$ cat src/rtl/bcd_to_bin_serial_pkg.sv
// Shared constants and types for the serial BCD-to-binary converter.
// Shift register layout: {hundreds, tens, units, binary result}.
package bcd_pkg;

  localparam int BCD_DIGIT_W = 4;
  localparam int BIN_W       = 9;
  localparam int N_STEPS     = 9;
  localparam int MAX_DEC     = 511;

  typedef enum logic {IDLE, CONV} bcd_state_e;

  typedef struct packed {
    logic [BCD_DIGIT_W-1:0] hun;
    logic [BCD_DIGIT_W-1:0] ten;
    logic [BCD_DIGIT_W-1:0] unit;
    logic [BIN_W-1:0]       bin;
  } bcd_sr_t;

endpackage

$ cat src/rtl/bcd_to_bin_serial_if.sv
// Operand/result bundle: valid/ready BCD input, one-cycle result pulse out.
// slave is the converter side, master is the producer/consumer side.
interface bcd_to_bin_serial_if;
  import bcd_pkg::*;

  logic                   in_valid;
  logic [2:0]             in_hundred;
  logic [BCD_DIGIT_W-1:0] in_ten;
  logic [BCD_DIGIT_W-1:0] in_unit;
  logic                   in_ready;
  logic                   out_valid;
  logic [BIN_W-1:0]       out_bin;
  logic                   out_err;

  modport slave (
    input  in_valid, in_hundred, in_ten, in_unit,
    output in_ready, out_valid, out_bin, out_err
  );

  modport master (
    output in_valid, in_hundred, in_ten, in_unit,
    input  in_ready, out_valid, out_bin, out_err
  );

endinterface

$ cat src/rtl/bcd_to_bin_serial_digit_adj.sv
// One reverse double-dabble correction: nibble >= 8 gets 3 subtracted.
// Purely combinational, no handshake.
module bcd_digit_adj
  import bcd_pkg::*;
(
  input  logic [BCD_DIGIT_W-1:0] nib_in,
  output logic [BCD_DIGIT_W-1:0] nib_out
);

  assign nib_out = (nib_in >= 4'd8) ? (nib_in - 4'd3) : nib_in;

endmodule

$ cat src/rtl/bcd_to_bin_serial.sv
// 3-digit BCD to 9-bit binary, one shift/correct step per clock; result pulse 10 cycles after capture.
// in_ready is low for the 9 conversion cycles; in_valid during that time is dropped. Optional: BCD_RANGE_CHECK_EN.
module bcd_to_bin_serial
  import bcd_pkg::*;
#(
  parameter bit OUT_HOLD = 1'b1
) (
  input logic                 clk,
  input logic                 rst,
  bcd_to_bin_serial_if.slave  bus
);

  localparam int CNT_W = 4;

  bcd_state_e       state_q, state_d;
  bcd_sr_t          sr_q, sr_d, shifted, step_sr, capture_sr;
  logic [CNT_W-1:0] cnt_q, cnt_d;
  logic             err_q, err_d;
  logic             done;
  logic             range_err;
  logic             in_ready_q;
  logic             out_valid_q;
  logic [BIN_W-1:0] out_bin_q;
  logic             out_err_q;

`ifdef BCD_RANGE_CHECK_EN
  logic [9:0] dec_val;
  assign dec_val   = 10'(bus.in_hundred) * 10'd100 + 10'(bus.in_ten) * 10'd10 + 10'(bus.in_unit);
  assign range_err = (bus.in_ten > 4'd9) || (bus.in_unit > 4'd9) || (dec_val > 10'(MAX_DEC));
`else
  assign range_err = 1'b0;
`endif

  assign capture_sr = '{hun: 4'(bus.in_hundred), ten: bus.in_ten, unit: bus.in_unit, bin: '0};

  // Units LSB drops into the MSB of the binary field; then each digit is corrected.
  assign shifted = bcd_sr_t'({1'b0, sr_q[$bits(bcd_sr_t)-1:1]});

  bcd_digit_adj u_adj_hun  (.nib_in(shifted.hun),  .nib_out(step_sr.hun));
  bcd_digit_adj u_adj_ten  (.nib_in(shifted.ten),  .nib_out(step_sr.ten));
  bcd_digit_adj u_adj_unit (.nib_in(shifted.unit), .nib_out(step_sr.unit));
  assign step_sr.bin = shifted.bin;

  always_ff @(posedge clk) begin
    if (rst) state_q <= IDLE;
    else     state_q <= state_d;
  end

  always_comb begin
    state_d = state_q;
    sr_d    = sr_q;
    cnt_d   = cnt_q;
    err_d   = err_q;
    done    = 1'b0;
    case (state_q)
      IDLE: begin
        if (bus.in_valid) begin
          state_d = CONV;
          sr_d    = capture_sr;
          cnt_d   = '0;
          err_d   = range_err;
        end
      end
      CONV: begin
        sr_d  = step_sr;
        cnt_d = cnt_q + 1'b1;
        if (cnt_q == CNT_W'(N_STEPS - 1)) begin
          state_d = IDLE;
          done    = 1'b1;
        end
      end
      default: state_d = IDLE;
    endcase
  end

  always_ff @(posedge clk) begin
    if (rst) begin
      sr_q        <= '0;
      cnt_q       <= '0;
      err_q       <= 1'b0;
      in_ready_q  <= 1'b1;
      out_valid_q <= 1'b0;
      out_bin_q   <= '0;
      out_err_q   <= 1'b0;
    end else begin
      sr_q        <= sr_d;
      cnt_q       <= cnt_d;
      err_q       <= err_d;
      in_ready_q  <= (state_d == IDLE);
      out_valid_q <= done;
      if (done) begin
        out_err_q <= err_q;
        out_bin_q <= err_q ? '0 : step_sr.bin;
      end else if (!OUT_HOLD) begin
        out_err_q <= 1'b0;
        out_bin_q <= '0;
      end
    end
  end

  assign bus.in_ready  = in_ready_q;
  assign bus.out_valid = out_valid_q;
  assign bus.out_bin   = out_bin_q;
  assign bus.out_err   = out_err_q;

endmodule

$ cat src/flat_wrapper.sv
// flat-port wrapper written by rule: the top's interface ports become plain ports
module bcd_to_bin_serial_flat import bcd_pkg::*;
#(
  parameter bit OUT_HOLD = 1'b1
)
  (clk, rst, bus_in_valid, bus_in_hundred, bus_in_ten, bus_in_unit, bus_in_ready, bus_out_valid, bus_out_bin, bus_out_err);
  bcd_to_bin_serial_if bus_i ();
  input logic clk;
  input logic rst;
  input wire logic [$bits(bus_i.in_valid)-1:0] bus_in_valid;
  input wire logic [$bits(bus_i.in_hundred)-1:0] bus_in_hundred;
  input wire logic [$bits(bus_i.in_ten)-1:0] bus_in_ten;
  input wire logic [$bits(bus_i.in_unit)-1:0] bus_in_unit;
  output wire logic [$bits(bus_i.in_ready)-1:0] bus_in_ready;
  output wire logic [$bits(bus_i.out_valid)-1:0] bus_out_valid;
  output wire logic [$bits(bus_i.out_bin)-1:0] bus_out_bin;
  output wire logic [$bits(bus_i.out_err)-1:0] bus_out_err;
  assign bus_i.in_valid = bus_in_valid;
  assign bus_i.in_hundred = bus_in_hundred;
  assign bus_i.in_ten = bus_in_ten;
  assign bus_i.in_unit = bus_in_unit;
  assign bus_in_ready = bus_i.in_ready;
  assign bus_out_valid = bus_i.out_valid;
  assign bus_out_bin = bus_i.out_bin;
  assign bus_out_err = bus_i.out_err;
  bcd_to_bin_serial #(.OUT_HOLD(OUT_HOLD)) u_core (.clk(clk), .rst(rst), .bus(bus_i));
endmodule
$ cat config.mk
export PLATFORM = sky130hd
export DESIGN_NAME = bcd_to_bin_serial_flat
export DESIGN_NICKNAME = d
export VERILOG_FILES = /design/src/rtl/bcd_to_bin_serial_pkg.sv /design/src/rtl/bcd_to_bin_serial_if.sv /design/src/rtl/bcd_to_bin_serial_digit_adj.sv /design/src/rtl/bcd_to_bin_serial.sv /design/src/flat_wrapper.sv
export SDC_FILE = /design/constraint.sdc
export NUM_CORES = 1
export LEC_CHECK = 0
export CORE_MARGIN = 5
export CORE_UTILIZATION = 55
export DETAILED_ROUTE_END_ITERATION = 10
export PLACE_DENSITY_LB_ADDON = 0.25
export SKIP_LAST_GASP = 1
export SYNTH_ARGS = -nofsm -noshare
export SYNTH_HDL_FRONTEND = slang
export SYNTH_SLANG_ARGS = --single-unit
$ cat constraint.sdc
create_clock -name clk -period 3.1 [get_ports clk]
set_input_delay 0.465 -clock clk [delete_from_list [all_inputs] [get_ports clk]]
set_output_delay 0.465 -clock clk [all_outputs]
set_load 0.005 [all_outputs]
Word-level counts from Yosys, hierarchy flattened
Index checks and enable logic that the tools add are counted.
- bits in registers: 37
- output and inout port bits: 12
- equality and inequality tests: 2
- add/subtract/negate cells: 4
- order comparisons: 3
- bitwise operators: 2
- mux-type cells: 12
- operators with widths (cell ; count):
    21-bit one-hot mux with 2 select lines ; 1
    21-bit 2-to-1 mux ; 1
    4-bit 2-to-1 mux ; 4
    4-bit >= comparator (second input constant) ; 2
    4-bit one-hot mux with 2 select lines ; 1
    4-bit by 2-bit subtractor with 4-bit output (second input constant) ; 2
    4-bit by 1-bit adder with 4-bit output (second input constant) ; 1
    4-bit == test (second input constant) ; 1
    3-bit by 4-bit >= comparator with 1-bit output (second input constant) ; 1
    1-bit 2-to-1 mux ; 4
    3-bit by 2-bit subtractor with 4-bit output (second input constant) ; 1
    2-bit inequality test (second input constant) ; 1
    1-bit NOT ; 2
    1-bit one-hot mux with 2 select lines ; 1

Logic depth before layout (Yosys ltp)
- depth in word-level cells: 4
- gate-level depth with buffers: 6
- gate-level depth less buffers: 5

Hierarchy
Synthesis repeated with hierarchy kept, for this count alone.
- cell total of the unflattened synthesis: 175
- area total of the unflattened synthesis: 1729.2 µm²
- modules (own cells, without submodules) (module ; seq. area each (µm²) ; times used ; cells an instance ; area an instance (µm²)):
    bcd_to_bin_serial ; 720.7 ; 1 ; 142 ; 1500.2
    bcd_digit_adj ; 0.0 ; 3 ; 11 ; 76.3

Worst setup path before layout
Ideal clock, no wire load.
- path kind: register -> register
- from: reg u_core.cnt_q[0]
- to: reg u_core.out_bin_q[0], in the netlist u_core.bus.out_bin[0]
- stages on the path, launching flop included: 7
- arrival: 1.134 ns
- path buffers: 1
- library setup time: 0.117 ns
- clock period less this slack: 1.251 ns
- slack: 1.849 ns
- path through: dfxtp_1 > inv_1 > ha_1 > nand4b_4 > nor2b_4 > buf_6 > a22o_1
- longest elaborated chain between the ends: 3
- ends and longest elaborated chain (item ; line ; source):
    start: declaration ; bcd_to_bin_serial.sv:17 ; logic [CNT_W-1:0] cnt_q, cnt_d;
    start signal: assignment ; bcd_to_bin_serial.sv:87 ; cnt_q <= cnt_d;
    4-bit == test ; bcd_to_bin_serial.sv:67 ; if (cnt_q == CNT_W'(N_STEPS - 1)) begin
    1-bit 2-to-1 mux ; bcd_to_bin_serial.sv:67 ;
    1-bit 2-to-1 mux ; bcd_to_bin_serial.sv:55 ; case (state_q)
    end signal: assignment ; bcd_to_bin_serial.sv:93 ; out_bin_q <= err_q ? '0 : step_sr.bin;
    end: declaration ; bcd_to_bin_serial.sv:23 ; logic [BIN_W-1:0] out_bin_q;
Every way passes these cells.
A chain may end at the register's enable or synchronous reset.

Final worst setup path
- from: in bus_in_valid
- to: reg u_core.sr_q (netlist bit u_core.shifted[13])
- longest elaborated chain between the ends: 1
- ends and longest elaborated chain (item ; line ; source):
    start: declaration ; flat_wrapper.sv:10 ; input wire logic [$bits(bus_i.in_valid)-1:0] bus_in_valid;
    2-bit inequality test (no line) ; -- ;
    end signal: assignment ; bcd_to_bin_serial.sv:86 ; sr_q <= sr_d;
    end: declaration ; bcd_to_bin_serial.sv:16 ; bcd_sr_t sr_q, sr_d, shifted, step_sr, capture_sr;
Every way passes these cells.

==> out/qor.txt <==
Met1 GRT Util - 18.6%
CP Launch Type - input port
Pwr/cell area - 522 nW/um^2
Worst EP required - 3.31 ns
Area Overhead vs Synth - 20.9%
Cell area after layout - 1880 um^2
Least-Margin Pin Slew - 0.536 ns
Worst R2R Start - u_core.state_q
Core ar. - 2730 um^2
Pleak - 0.705 nW
Synth cell types - 30
Drt wl/cell - 12.7 um
Total wire length - 2.68 mm
Area contributors post-synth - dfxtp_1 45%, a211oi_1 5.8%, mux2i_1 5.1%, a22o_1 5.1%, ha_1 4.8%
Most common cell after layout, fill and taps aside - dfxtp_1
Register area - 701 um^2
Yosys top cell by area - dfxtp_1
Setup violators final - 0
RSZ-0062 raised after global routing - no
RD Place Congestion - 0.730
Max-slew violation count - 0
Setup Buffers After CTS - 0
Worst-path clk slew - 0.12 ns
#FFs+latches synth - 35
Via count - 1148
First-pass GRT wire length - 4.74 mm
Initial Util - 57.0%
DRT Pass-1 Iters - 4
Netlist Area Pre-Place - 1560 um^2
Filler cells - 213
Avg Inst Size Synth - 9.87 um^2
Placed standard-cell area - 1780 um^2
Total CTS buffers - 5
Number of global-route vias before repair - 1071
Cells after Synth - 158
HPWL after DPL - 1.94 mm
Num ports - 26
Critical path launch point - bus_in_valid
Root Buffer - clkbuf_4
Met2 Track Usage GR - 22.1%
Clk sinks - 35
Crit. End Element - register
Synth top area share - 44.9%
Status - complete, no violations
Commonest cells after routing, fill and taps aside - 35 x dfxtp_1, 24 x clkdlybuf4s50_1, 15 x nor2_1
Hold Crit Start - u_core.shifted[0]
Total gr overflow - 0
VDD IR max - 0.519 mV
Max Freq - 573 MHz
Nets - 199
Max-Cap Viols - 0
Setup Crit Path Kind - in2reg
Hold Crit Class - reg2reg
Post-synthesis sequential area ratio - 44.9%
Yosys warnings - 0
Fin crit period - 1.74 ns
Die X - 63.2 um
Slew margin rel. - 64.2%
Htree depth - 2
Setup TNS Final - 0 ns
Clk buf depth - 2
Crit path max fanout - 18
Final clock skew - 0.0134 ns
TritonCTS clock tree - yes
WP data arrival - 1.96 ns
Core Rows - 19
Total track usage - 14.8%
Hold-fix buffers, CTS - 0
DRC - 0
GR peak layer - met2
Die height - 63.2 um
Vias per Instance - 5.44
Largest net degree at the start of global routing - 31
Fraction of layout instances using a drive strength above 1 - 8.89%
Initial DRC Count - 18
Grt met3 use - 4.97%
CTS resizes - 0
Synthesized net count - 178
Final period util - 56.3%
Final Hold Viols - 0
Dpl cells - 203
Initial antenna violation count - 0
Routed Antenna Nets - 0
Die ar. - 4000 um^2
Clk_lat worst skew - 0.34 ns
Ant diodes - 0
Non-filler cells, final - 211
Footprint of the multi-input gates - 754 um^2
# port buffers - 24
## sequential cells by signal (all words and copies together) (netlist names)
register	cells
u_core.shifted	19
u_core.bus.out_bin	9
u_core.cnt_q	4
u_core.bus.in_ready	1
u_core.bus.out_valid	1
u_core.state_q	1
## cell families after synthesis
group	Yosys count	synth area share, %
xor gates and xnor gates	4	2.25
DFF	35	44.9
muxes	10	6.58
buffers and inverters	19	6.66
other	1	0.241
adders and majority gates	6	4.82
and+or+nand+nor	45	17.7
AOI/OAI and AO/OA	38	16.9
## cell type report
cell class              instances  share of cell area [%]
clock buffers                   5                    1.99
clock inverters                 3                    3.59
inverters                       6                    1.20
multi-input cells             104                    40.0
flip-flops and latches         35                    37.2
well taps                      31                    2.06
repair buffers                 27                    13.9
## final timing paths
kind,endpoint,slack (ns),depth (start not counted)
setup / recovery,u_core.shifted[13],1.36,5
hold / removal,u_core.bus.out_bin[0],0.49,1
setup reg to reg,u_core.shifted[13],1.58,3
hold reg to reg,u_core.bus.out_bin[0],0.49,1
## Yosys cell counts
master	count
a31oi_1	1
a21oi_1	12
nor2b_4	1
nor3b_1	9
nand4b_4	1
ha_1	6
dfxtp_1	35
buf_6	2
nand3_1	2
and2b_1	2
nor2_1	15
o22a_1	2
buf_2	5
o21ai_0	2
conb_1	1
a211oi_1	12
inv_1	6
xnor2_1	4
buf_4	3
buf_1	1
nor3_1	1
mux2_2	2
nand3b_1	1
nor2_2	1
or3b_1	1
clkbuf_1	2
nor2b_1	8
a22o_1	9
nand2_1	3
mux2i_1	8
## metal layers
| layer | vias to the layer above | share of wire [%] |
|---|---|---|
| met5 | - | 0 |
| met4 | 0 | 2.1 |
| met3 | 7 | 5.3 |
| met2 | 29 | 45 |
| met1 | 523 | 47 |
| li1 | 589 | - |
## power breakdown
group,internal (mW),total [mW],switching (mW),leakage (nW)
Combinational,0.0507,0.0936,0.0429,0.369
Clock,0.251,0.407,0.157,0.0514
Sequential,0.464,0.483,0.0190,0.285
## through the flow
step | power [mW] | setup slack [ns] | hold WS, ns | util [%]
CTS | 0.991 | 1.37 | 0.489 | 68.9
detailed placement | 0.588 | 1.01 | 0.461 | 65.1
finish | 0.985 | 1.36 | 0.487 | 68.9
floorplan | 0.561 | 1.85 | 0.434 | -
global route | 1.03 | 1.31 | 0.500 | 68.9
global placement | 0.583 | 1.11 | 0.461 | 65.1
## worst max-delay path, cell delays in order
cell and delay (ns):
clkdlybuf4s50_1 0.73, buf_4 0.31, nor2b_1 0.08, a211oi_1 0.27, a211oi_1 0.10
Power figures use the tool's default switching activity.
